$ cat config.mk
export PLATFORM = sky130hd
export DESIGN_NAME = tset_ctrl
export DESIGN_NICKNAME = d
export VERILOG_FILES = /design/src/rtl/tset_pkg.sv /design/src/rtl/tset_wrap_ctr.sv /design/src/rtl/tset_ctrl.sv
export SDC_FILE = /design/constraint.sdc
export NUM_CORES = 1
export LEC_CHECK = 0
export ABC_AREA = 1
export CAP_MARGIN = 20
export CELL_PAD_IN_SITES_DETAIL_PLACEMENT = 1
export CELL_PAD_IN_SITES_GLOBAL_PLACEMENT = 1
export CORE_MARGIN = 1
export CORE_UTILIZATION = 39
export DETAILED_ROUTE_END_ITERATION = 6
export PLACE_DENSITY = 0.84
export SYNTH_ARGS = -nofsm -noshare
export SYNTH_HDL_FRONTEND = slang
export SYNTH_SLANG_ARGS = --single-unit
export TNS_END_PERCENT = 5
$ cat constraint.sdc
create_clock -name clk -period 1.7 [get_ports clk]
set_input_delay 0.34 -clock clk [delete_from_list [all_inputs] [get_ports clk]]
set_output_delay 0.34 -clock clk [all_outputs]
set_load 0.05 [all_outputs]
$ cat src/rtl/tset_pkg.sv
// Shared types and constants for the time-set sequencer (tset_ctrl).
package tset_pkg;

  typedef enum logic [2:0] {
    ST_IDLE   = 3'd0,
    ST_HOUR   = 3'd1,
    ST_MIN    = 3'd2,
    ST_SEC    = 3'd3,
    ST_COMMIT = 3'd4
  } tset_state_t;

  localparam logic [1:0] FIELD_NONE = 2'd0;
  localparam logic [1:0] FIELD_HOUR = 2'd1;
  localparam logic [1:0] FIELD_MIN  = 2'd2;
  localparam logic [1:0] FIELD_SEC  = 2'd3;

  localparam int HOUR_MAX = 23;
  localparam int MIN_MAX  = 59;
  localparam int SEC_MAX  = 59;

  // Field code shown to the display mux for a given state.
  function automatic logic [1:0] field_of(input tset_state_t s);
    case (s)
      ST_HOUR: return FIELD_HOUR;
      ST_MIN:  return FIELD_MIN;
      ST_SEC:  return FIELD_SEC;
      default: return FIELD_NONE;
    endcase
  endfunction

  // True in the states where the user is editing a field.
  function automatic logic is_edit(input tset_state_t s);
    return (s == ST_HOUR) || (s == ST_MIN) || (s == ST_SEC);
  endfunction

endpackage

$ cat src/rtl/tset_wrap_ctr.sv
// Modular up/down counter for one time field (0..MAX) with parallel load.
// Load has priority; inc and dec together cancel and leave the value alone.
module tset_wrap_ctr import tset_pkg::*; #(
  parameter int W   = 6,
  parameter int MAX = 59
) (
  input  logic         clk,
  input  logic         rst_n,
  input  logic         load,
  input  logic [W-1:0] load_val,
  input  logic         inc,
  input  logic         dec,
  output logic [W-1:0] value
);

  localparam logic [W-1:0] VMAX = W'(MAX);

  // Field value register: load, wrap-around increment, wrap-around decrement.
  always_ff @(posedge clk or negedge rst_n) begin
    if (!rst_n) begin
      value <= '0;
    end else if (load) begin
      value <= load_val;
    end else if (inc && !dec) begin
      value <= (value == VMAX) ? '0 : value + W'(1);
    end else if (dec && !inc) begin
      value <= (value == '0) ? VMAX : value - W'(1);
    end
  end

endmodule

$ cat src/rtl/tset_ctrl.sv
// Time-set sequencer: walks the user through hour/minute/second editing from
// debounced button pulses and emits a one-cycle load strobe with the result.
// Optional build macro TSET_SEC_ZERO_EN: skip the seconds field and commit
// with seconds forced to zero.
module tset_ctrl import tset_pkg::*; #(
  parameter int TIMEOUT_CYC = 50_000_000,
  parameter int BLINK_HALF  = 12_500_000
) (
  input  logic       clk,
  input  logic       rst_n,
  input  logic       set_p,
  input  logic       inc_p,
  input  logic       dec_p,
  input  logic [4:0] cur_hour,
  input  logic [5:0] cur_min,
  input  logic [5:0] cur_sec,
  output logic       edit_active,
  output logic [1:0] edit_field,
  output logic [4:0] edit_hour,
  output logic [5:0] edit_min,
  output logic [5:0] edit_sec,
  output logic       load_p,
  output logic       blink_on
);

  localparam int TW = $clog2(TIMEOUT_CYC + 1);
  localparam int BW = $clog2(BLINK_HALF + 1);
  localparam logic [TW-1:0] TO_LAST = TW'(TIMEOUT_CYC - 1);
  localparam logic [BW-1:0] BL_LAST = BW'(BLINK_HALF - 1);

  tset_state_t state, state_next;

  logic [TW-1:0] to_cnt, to_cnt_next;
  logic [BW-1:0] bl_cnt, bl_cnt_next;
  logic          blink_next;

  logic       any_pulse, to_hit, capture, sec_zero, adj_ok, field_entry;
  logic       hour_inc, hour_dec, min_inc, min_dec, sec_inc, sec_dec;
  logic       sec_load;
  logic [5:0] sec_load_val;

  // Next-state, field-counter controls, idle timer and blink generator.
  always_comb begin
    state_next   = state;
    capture      = 1'b0;
    sec_zero     = 1'b0;
    any_pulse    = set_p | inc_p | dec_p;
    to_hit       = (to_cnt == TO_LAST) && !any_pulse;

    case (state)
      ST_IDLE: begin
        if (set_p) begin
          state_next = ST_HOUR;
          capture    = 1'b1;
        end
      end
      ST_HOUR: begin
        if (set_p)       state_next = ST_MIN;
        else if (to_hit) state_next = ST_IDLE;
      end
      ST_MIN: begin
        if (set_p) begin
`ifdef TSET_SEC_ZERO_EN
          state_next = ST_COMMIT;
          sec_zero   = 1'b1;
`else
          state_next = ST_SEC;
`endif
        end else if (to_hit) begin
          state_next = ST_IDLE;
        end
      end
      ST_SEC: begin
        if (set_p)       state_next = ST_COMMIT;
        else if (to_hit) state_next = ST_IDLE;
      end
      ST_COMMIT: state_next = ST_IDLE;
      default:   state_next = ST_IDLE;
    endcase

    // set_p wins over a simultaneous inc/dec, so adjustment needs set_p low.
    adj_ok   = is_edit(state) && !set_p;
    hour_inc = adj_ok && (state == ST_HOUR) && inc_p;
    hour_dec = adj_ok && (state == ST_HOUR) && dec_p;
    min_inc  = adj_ok && (state == ST_MIN)  && inc_p;
    min_dec  = adj_ok && (state == ST_MIN)  && dec_p;
    sec_inc  = adj_ok && (state == ST_SEC)  && inc_p;
    sec_dec  = adj_ok && (state == ST_SEC)  && dec_p;

    sec_load     = capture | sec_zero;
    sec_load_val = sec_zero ? 6'd0 : cur_sec;

    field_entry = is_edit(state_next) && (state_next != state);

    if (!is_edit(state_next) || field_entry || any_pulse) begin
      to_cnt_next = '0;
    end else begin
      to_cnt_next = to_cnt + TW'(1);
    end

    if (!is_edit(state_next) || field_entry || inc_p || dec_p) begin
      blink_next  = 1'b1;
      bl_cnt_next = '0;
    end else if (bl_cnt == BL_LAST) begin
      blink_next  = ~blink_on;
      bl_cnt_next = '0;
    end else begin
      blink_next  = blink_on;
      bl_cnt_next = bl_cnt + BW'(1);
    end
  end

  // State, timers and registered status outputs.
  always_ff @(posedge clk or negedge rst_n) begin
    if (!rst_n) begin
      state       <= ST_IDLE;
      to_cnt      <= '0;
      bl_cnt      <= '0;
      blink_on    <= 1'b1;
      edit_active <= 1'b0;
      edit_field  <= FIELD_NONE;
      load_p      <= 1'b0;
    end else begin
      state       <= state_next;
      to_cnt      <= to_cnt_next;
      bl_cnt      <= bl_cnt_next;
      blink_on    <= blink_next;
      edit_active <= is_edit(state_next);
      edit_field  <= field_of(state_next);
      load_p      <= (state_next == ST_COMMIT);
    end
  end

  tset_wrap_ctr #(.W(5), .MAX(HOUR_MAX)) u_hour (
    .clk(clk), .rst_n(rst_n), .load(capture), .load_val(cur_hour),
    .inc(hour_inc), .dec(hour_dec), .value(edit_hour)
  );

  tset_wrap_ctr #(.W(6), .MAX(MIN_MAX)) u_min (
    .clk(clk), .rst_n(rst_n), .load(capture), .load_val(cur_min),
    .inc(min_inc), .dec(min_dec), .value(edit_min)
  );

  tset_wrap_ctr #(.W(6), .MAX(SEC_MAX)) u_sec (
    .clk(clk), .rst_n(rst_n), .load(sec_load), .load_val(sec_load_val),
    .inc(sec_inc), .dec(sec_dec), .value(edit_sec)
  );

endmodule

Yosys cells after proc, flatten, opt, wreduce, memory -nomap -nowiden --
Cells that the tools add are included.
Word-level totals: output and inout bits 22, logic and storage cells 106, bits in writable memories 0, bits in latches 0, memories kept 0, input port bits 22, bits in registers 75, memory bits (read-only) 0
Operators by class: magnitude comparators 0, bitwise gates (word level) 3, muxes and demuxes 29, $add $sub $neg 8, reductions and logical operators 43, div/mod/pow operators 0, shift operators 0, multiply operators 0, equal/unequal tests 13
Operators by type and width (number):
- 6-bit 2-to-1 mux | 10
- 24-bit 2-to-1 mux | 2
- 26-bit by 1-bit adder with 26-bit output (second input constant) | 1
- 26-bit equality test (second input constant) | 1
- 26-bit 2-to-1 mux | 1
- 5-bit 2-to-1 mux | 5
- 24-bit by 1-bit adder with 24-bit output (second input constant) | 1
- 24-bit equality test (second input constant) | 1
- 1-bit logical AND | 18
- 3-bit 2-to-1 mux | 5
- 6-bit by 1-bit adder with 6-bit output (second input constant) | 2
- 3-bit by 2-bit equality test with 1-bit output (second input constant) | 4
- 6-bit equality test (second input constant) | 2
- 6-bit zero test | 2
- 3-bit one-hot mux with 4 select lines | 1
- 6-bit by 1-bit subtractor with 6-bit output (second input constant) | 2
- 1-bit zero test | 9
- 3-bit nonzero test | 3
- 1-bit logical OR | 8
- 3-bit by 1-bit equality test with 1-bit output (second input constant) | 2
- 2-bit one-hot mux with 3 select lines | 1
- 5-bit by 1-bit adder with 5-bit output (second input constant) | 1
- 5-bit equality test (second input constant) | 1
- 5-bit zero test | 1
- 8 further kinds | 12

Longest topological paths before layout --
Gate-level depths: netlist of run 1.
word-level depth 15, mapped depth 10, gate-level depth less buffers 10

Cells and area by module --
From an unflattened synthesis of run 1, not the netlist that was laid out.
Unflattened totals: cell total of the unflattened synthesis 782, area, all modules 5461.5 µm²
By module, submodules not included:
- tset_ctrl | instances 1, area an instance 3582.2 µm², seq. area each 1452.6 µm², cells an instance 498
- tset_wrap_ctr at u_min ... | instances 2, area an instance 658.1 µm², seq. area each 150.1 µm², cells an instance 98
- tset_wrap_ctr at u_hour | instances 1, area an instance 563.0 µm², seq. area each 125.1 µm², cells an instance 88

Least setup slack after synthesis of run 1 --
No wires, ideal clock.
path kind reg-to-reg, from reg u_min.value[0], to reg u_min.value[0], clock period less this slack 1.716 ns, library setup time 0.129 ns, buffers on the path 0, arrival 1.587 ns, required time 1.571 ns, path slack -0.016 ns, stages on the path, launching flop included 9, path through dfrtp_1 > ha_1 > inv_1 > nor2_1 > nand4_1 > nor2_1 > nor2_1 > nor2_1 > o22ai_1
Between the ends: cells in the longest elaborated chain, start to end 5, elaborated cells between the ends (all ways) 9, classes of those cells add/sub (2); eq/ne (1); mux (5); reduce/logical (1)
RTL lines:
- start: declaration | RTL line tset_wrap_ctr.sv:13 | output logic [W-1:0] value
- start signal: assignment | RTL line tset_wrap_ctr.sv:23 | value <= load_val;
- start signal: assignment | RTL line tset_wrap_ctr.sv:25 | value <= (value == VMAX) ? '0 : value + W'(1);
- start signal: assignment | RTL line tset_wrap_ctr.sv:27 | value <= (value == '0) ? VMAX : value - W'(1);
- 6-bit by 1-bit subtractor with 6-bit output / 6-bit zero test (equally long branches) | RTL line tset_wrap_ctr.sv:27
- 6-bit 2-to-1 mux | RTL line tset_wrap_ctr.sv:27
- 6-bit 2-to-1 mux | RTL line tset_wrap_ctr.sv:26 | end else if (dec && !inc) begin
- 6-bit 2-to-1 mux * | RTL line tset_wrap_ctr.sv:24 | end else if (inc && !dec) begin
- 6-bit 2-to-1 mux * | RTL line tset_wrap_ctr.sv:22 | end else if (load) begin
Mark *: on every way between the ends. The rest lies on a longest branch, timed or not. The select of a mux whose other input is x is not followed. A chain may end at the register's enable or synchronous reset.

Final worst setup path of run 1 --
from in inc_p, to reg bl_cnt[19]
Between the ends: cells in the longest elaborated chain, start to end 15, elaborated cells between the ends (all ways) 21, classes of those cells eq/ne (4); mux (6); bitwise (2); reduce/logical (9)
RTL lines:
- start: declaration | RTL line tset_ctrl.sv:12 | input logic inc_p,
- 1-bit OR (2 in a row) | RTL line tset_ctrl.sv:47 | any_pulse = set_p | inc_p | dec_p;
- 1-bit zero test | RTL line tset_ctrl.sv:48 | to_hit = (to_cnt == TO_LAST) && !any_pulse;
- 1-bit logical AND | RTL line tset_ctrl.sv:48
- 3-bit 2-to-1 mux | RTL line tset_ctrl.sv:59, tset_ctrl.sv:69, tset_ctrl.sv:75
- 3-bit 2-to-1 mux, on equally long branches | RTL line tset_ctrl.sv:74, tset_ctrl.sv:58, tset_ctrl.sv:62
- 3-bit one-hot mux with 4 select lines | RTL line tset_ctrl.sv:50 | case (state)
- 3-bit by 1-bit equality test with 1-bit output / 3-bit by 2-bit equality test with 1-bit output (equally long branches) | RTL line tset_pkg.sv:33 | return (s == ST_HOUR) || (s == ST_MIN) || (s == ST_SEC);
- 1-bit logical OR (2 in a row) | RTL line tset_pkg.sv:33
- 1-bit zero test / 1-bit logical AND (equally long branches) | RTL line tset_ctrl.sv:101, tset_ctrl.sv:93
- 1-bit logical OR | RTL line tset_ctrl.sv:101 | if (!is_edit(state_next) || field_entry || inc_p || dec_p) begin
- 1-bit logical OR * (2 in a row) | RTL line tset_ctrl.sv:101
- 24-bit 2-to-1 mux * | RTL line tset_ctrl.sv:101
- net bl_cnt_next[19] | RTL line tset_ctrl.sv:34 | logic [BW-1:0] bl_cnt, bl_cnt_next;
- end signal: assignment | RTL line tset_ctrl.sv:126 | bl_cnt <= bl_cnt_next;
- end: declaration | RTL line tset_ctrl.sv:34
Mark *: on every way through the listed nets, which the timed path passes. The rest lies on a longest branch.

==> impl_metrics.json, run 1 <==
{
  "outcome": "complete, no violations",
  "fillCellCount": 1604,
  "crit_type": "in2reg",
  "crit_family": "buffers and inverters",
  "fin_ws_ns": 0.00705,
  "start_kind": "primary input",
  "drc_errors": 0,
  "worstSkewPairLatency_ns": 0.35,
  "final-max-slew-violation-count": 0,
  "grt_pass1_wl_um": 26500,
  "rsz0062_at_grt": "true",
  "final_common_cell": "nand2_1",
  "dr.first_iter.drc_count": 258,
  "layout_common_cells": "177 x nand2_1, 121 x nor2_1, 70 x dfrtp_1, 63 x inv_1, 60 x nand3_1",
  "cts_buffers": 9,
  "leakage_nw": 2.77,
  "setup.worst_path.end_class": "flop",
  "synth.avg_cell_area_um2": 7.31,
  "cts.path.max_buffers": 2,
  "stdcell_count": 973,
  "ys_warn_count": 0,
  "cts_root_buf": "clkbuf_16",
  "syn_nets": 745,
  "detail-route-antenna-nets": 0,
  "clkSinkCount": 75,
  "cpMaxStageDelayCell": "clkdlybuf4s50_1",
  "max_slew_margin_pct": 72.2,
  "worst_pin_slew_ns": 0.414,
  "cts_tree": "done",
  "io_pins": 44,
  "required_ns": 1.92,
  "cp.depth": 11,
  "dieWidth_um": 118,
  "yosysUniqueCellTypes": 32,
  "rows": 41,
  "cp_slowest_stage_delay_ns": 0.45,
  "place.detailed.hpwl_um": 11500,
  "setup_violations": 0,
  "firstDrtPassIters": 4,
  "finalHoldViolations": 0,
  "area_growth_pct": 28.5,
  "post-route-period-util_pct": 99.6,
  "wl_per_cell_um": 17.0,
  "synthCells": 713,
  "finalCriticalPeriod_ns": 1.69,
  "synth_area_um2": 5210,
  "fmax_ghz": 0.591,
  "clock_skew_ns": 0.0114,
  "tns_ns": 0,
  "timing.rr.end": "u_sec.value[4]",
  "io_buffer_count": 43,
  "grt_antenna_before_repair": 0,
  "crit_chain": "clkdlybuf4s50_1, inv_1, nand2_1, nor2_1, nand2_1, nor2_1, nand2_2, o2111ai_4, buf_12, clkbuf_16, nor3_2",
  "gr-total-overflow": 0,
  "initial_core_util_pct": 40.7,
  "drt-vias-per-instance": 5.25,
  "vias": 5110,
  "grt_pass1_vias": 5442,
  "reg2reg_from": "state[2]",
  "hold_class": "in2async",
  "critPathBufInv": 4,
  "peakVddDrop_mv": 1.05,
  "arrival_ns": 1.91,
  "clk_pin_slew_worst_paths_ns": 0.07,
  "cts-htree-levels": 3,
  "wl_um": 16600,
  "rr_worst_depth": 9,
  "cap_violations": 0,
  "grt_max_degree": 38,
  "power_density_nw_per_um2": 1380,
  "whs_ns": 0.374,
  "design.die.area_um2": 13800,
  "seq_area_frac_synth_pct": 36.0,
  "path_max_fanout": 8,
  "reg2reg_slack_ns": 0.03,
  "fp.dieH_um": 118,
  "dp.cells": 946,
  "final_nets": 828,
  "layout-drive-gt1-share_pct": 20.6,
  "antenna_cells": 0,
  "grt_usage_pct": 23.6,
  "place_ws_ns": -0.226,
  "synth.ff_latch_count": 75,
  "coreArea_um2": 12800,
  "place.gp.congestion": 0.916
}
[where the power goes]
part           switching (mW)  leakage, nW  internal, mW
Clock                   0.805        0.159          1.36
Sequential              0.476        0.998          2.06
Combinational            2.74         1.61          1.81
Total                    4.03         2.77          5.23
[layer usage]
metal / vias to the layer above / GRT usage, % / wire length, um
li1: 2458 / - / -
met1: 2526 / 29.2 / 7430
met2: 95 / 41.1 / 8330
met3: 31 / 3.83 / 492
met4: 0 / 8.49 / 323
met5: - / 0 / 0
[per-stage QoR]
step	area, um^2	utilization (%)	power (mW)
after global routing	6700	52.2	9.76
after detailed placement	6150	47.9	6.74
final	6700	52.2	9.26
after global placement	6150	47.9	6.57
after floorplan	5220	-	5.14
after CTS	6490	50.6	8.93
[layout make-up]
class	instances	area, um^2	area share, %
clock buffers	12	256	3.83
clock inverters	4	72.6	1.08
inverters	70	263	3.92
multi-input cells	550	3010	44.9
flip-flops and latches	75	1880	28.1
well taps	172	215	3.21
repair buffers	90	997	14.9
[logic make-up after synthesis]
logic type | share of synthesized area [%]
AND/OR/NAND/NOR | 40.7
buffers and inverters | 7.22
flip-flops | 36.0
AO/OA/AOI/OAI | 6.31
XOR/XNOR | 7.39
adder cells (fa/ha/maj) | 2.40
[flip-flops by register name (all words and copies together) (netlist names)]
name and count:
edit_active 1, u_min.value 6, u_sec.value 6, blink_on 1
state 3, u_hour.value 5, bl_cnt 24, load_p 1
to_cnt 26, edit_field 2
[timing repair]
item                                    in CTS  in global routing
hold buffers                                 1                  0
gates resized for setup                      2                 20
buffers inserted                             0                  7
gates cloned                                 0                  3
endpoints found under the hold margin       10                  0
pin swaps                                    0                  1
endpoints found under the setup margin       7                 62
[Yosys cell counts]
| cell | count | share of area (%) |
|---|---|---|
| a21boi_0 | 2 | 0.29 |
| a21oi_1 | 10 | 0.96 |
| a21oi_2 | 1 | 0.17 |
| a21oi_4 | 1 | 0.31 |
| a22oi_1 | 3 | 0.43 |
| buf_2 | 7 | 0.67 |
| buf_6 | 5 | 1.1 |
| clkbuf_1 | 6 | 0.43 |
| clkinv_1 | 1 | 0.072 |
| dfrtp_1 | 74 | 36 |
| dfstp_2 | 1 | 0.50 |
| ha_1 | 10 | 2.4 |
| inv_1 | 65 | 4.7 |
| inv_2 | 4 | 0.29 |
| nand2_1 | 179 | 13 |
| nand2_2 | 2 | 0.24 |
| nand3_1 | 61 | 5.9 |
| nand3b_1 | 2 | 0.29 |
| nand4_1 | 16 | 1.9 |
| nor2_1 | 126 | 9.1 |
| nor2_2 | 1 | 0.12 |
| nor3_1 | 2 | 0.19 |
| nor3_2 | 50 | 9.6 |
| nor4_1 | 1 | 0.12 |
| o2111ai_4 | 1 | 0.50 |
| o21ai_0 | 24 | 2.3 |
| o21ai_1 | 2 | 0.19 |
| o21bai_1 | 3 | 0.43 |
| o22ai_1 | 6 | 0.72 |
| or2_2 | 3 | 0.36 |
| xnor2_1 | 10 | 1.7 |
| xor2_1 | 34 | 5.7 |
[worst max path at each step]
stage | to | startpoint | slack [ns]
after floorplan | u_sec.value[5] | u_sec.value[0] | -0.008
after global placement | u_sec.value[5] | dec_p | -0.20
after detailed placement | to_cnt[7] | inc_p | -0.23
after CTS | blink_on | to_cnt[0] | 0.01
after global routing | u_sec.value[4] | state[2] | -0.1
final | bl_cnt[19] | inc_p | 0.007
(Power assumes the default switching activity.)
==> run 2, diff against run 1 <==
clock period = 1.5 ns   (was 1.7 ns; I/O delays follow)
==> impl_metrics.json, run 2 (synthesis results as in run 1) <==
{
  "critPathLaunch": "inc_p",
  "max_slew_margin_pct": 74.0,
  "cap_violations": 0,
  "rows": 41,
  "design.die.area_um2": 13800,
  "outcome": "finished with violations",
  "largest_reg_flops": 26,
  "grt_usage_pct": 25.8,
  "vias": 5468,
  "grt_pass1_vias": 5845,
  "peakVddDrop_mv": 1.46,
  "final-max-slew-violation-count": 0,
  "arrival_ns": 1.99,
  "reg2reg_from": "to_cnt[1]",
  "final_common_cell": "nand2_1",
  "reg_top3": "to_cnt: 26 flops, bl_cnt: 24 flops",
  "rr_worst_depth": 10,
  "drt-vias-per-instance": 5.39,
  "reg2reg_slack_ns": -0.27,
  "required_ns": 1.72,
  "final_core_util_pct": 56.3,
  "setup.worst_path.end_class": "flop",
  "dr.first_iter.drc_count": 283,
  "area_growth_pct": 38.5,
  "crit_type": "in2reg",
  "wl_per_cell_um": 18.4,
  "power_density_nw_per_um2": 1520,
  "start_kind": "primary input",
  "dieWidth_um": 118,
  "setup_violations": 70,
  "detail-route-antenna-nets": 0,
  "layout_common_cells": "174 x nand2_1, 115 x nor2_1, 77 x buf_4, 61 x dfrtp_1, 57 x nand3_1",
  "antenna_cells": 0,
  "place.gp.congestion": 0.907,
  "dp.cells": 989,
  "cts_root_buf": "clkbuf_16",
  "initial_core_util_pct": 40.7,
  "coreArea_um2": 12800,
  "post-route-period-util_pct": 118,
  "violations": "setup timing",
  "endpoint": "u_hour.value[2]",
  "layout-drive-gt1-share_pct": 28.5,
  "fmax_ghz": 0.564,
  "postLayoutCellArea_um2": 7220,
  "finalCriticalPeriod_ns": 1.77,
  "final_nets": 869,
  "rsz0062_at_grt": "true",
  "grt_pass1_wl_um": 28800,
  "fillCellCount": 1596,
  "cts_tree": "done",
  "finalHoldViolations": 0,
  "cts-htree-levels": 3,
  "worstSkewPairLatency_ns": 0.35,
  "fin_ws_ns": -0.273,
  "worst_pin_slew_ns": 0.390,
  "grt_antenna_before_repair": 0,
  "io_buffer_count": 43,
  "hold_class": "in2async",
  "wl_um": 18600,
  "stdcell_count": 1014,
  "top_register": "to_cnt",
  "drc_errors": 0,
  "fp.dieH_um": 118,
  "firstDrtPassIters": 5,
  "cts.path.max_buffers": 2,
  "leakage_nw": 3.02,
  "io_pins": 44,
  "clock_skew_ns": 0.0107,
  "grt_max_degree": 40,
  "clkSinkCount": 75,
  "path_max_fanout": 4,
  "clk_pin_slew_worst_paths_ns": 0.07,
  "place.detailed.hpwl_um": 12400,
  "timing.rr.end": "to_cnt[6]",
  "gr-total-overflow": 0,
  "cts_buffers": 9,
  "dpl-instance-area_um2": 6660
}
==> run 2: worst max-delay path: stages <==
cell,delay [ns]
clkdlybuf4s50_1,0.50
inv_1,0.08
nor2_1,0.18
buf_4,0.19
buf_4,0.13
nand3_1,0.11
nand3_1,0.10
nand2_1,0.07
o21ai_1,0.21
nand2_1,0.12
==> run 2: per-layer routing <==
| metal | global-route usage (%) | vias up | share of wire (%) |
|---|---|---|---|
| li1 | - | 2542 | - |
| met4 | 10.3 | 0 | 3.1 |
| met5 | 0 | - | 0 |
| met1 | 30.5 | 2716 | 42 |
| met2 | 46.6 | 162 | 52 |
| met3 | 3.88 | 48 | 3.8 |
==> run 2: layout make-up <==
type / instances / area (um^2) / area share (%)
Tap cell: 172 / 215 / 2.98
Timing Repair Buffer: 131 / 1460 / 20.2
Clock inverter: 5 / 30.0 / 0.416
Multi-Input combinational cell: 550 / 3110 / 43.1
Inverter: 70 / 270 / 3.74
Clock buffer: 11 / 243 / 3.36
Sequential cell: 75 / 1890 / 26.2
==> run 2: power by group <==
| group | leakage [nW] | switching [mW] | internal, mW |
|---|---|---|---|
| registers | 0.988 | 0.641 | 2.36 |
| clock network | 0.131 | 0.908 | 1.16 |
| logic | 1.90 | 3.39 | 2.54 |
==> run 2: repair_timing <==
item	in CTS	in global routing
buffers inserted	4	1
pin swaps	2	7
gates cloned	1	2
hold endpoints to repair	22	0
hold buffers	1	0
endpoints found under the setup margin	69	73
gates resized for setup	21	34
==> run 2: stage by stage <==
stage / setup slack (ns) / setup TNS [ns] / hold slack, ns / power, mW
global route: -0.304 / -13.23 / 0.447 / 11.5
floorplan: -0.0444 / -2.23 / 0.00441 / 5.89
global placement: -0.370 / -24.60 / 0.245 / 8.05
finish: -0.273 / -8.71 / 0.414 / 11.0
detailed placement: -0.517 / -33.56 / 0.249 / 8.28
CTS: -0.131 / -5.21 / 0.418 / 10.5
==> run 2: worst min-delay path by stage <==
stage | startpoint | endpoint | slack (ns) | cells past startpoint
detailed placement | rst_n | u_min.value[1] | 0.25 | 1
finish | rst_n | u_min.value[1] | 0.41 | 2
global route | rst_n | u_min.value[1] | 0.45 | 2
CTS | rst_n | u_min.value[1] | 0.42 | 2
floorplan | rst_n | bl_cnt[0] | 0.004 | 0
global placement | rst_n | u_min.value[1] | 0.24 | 1
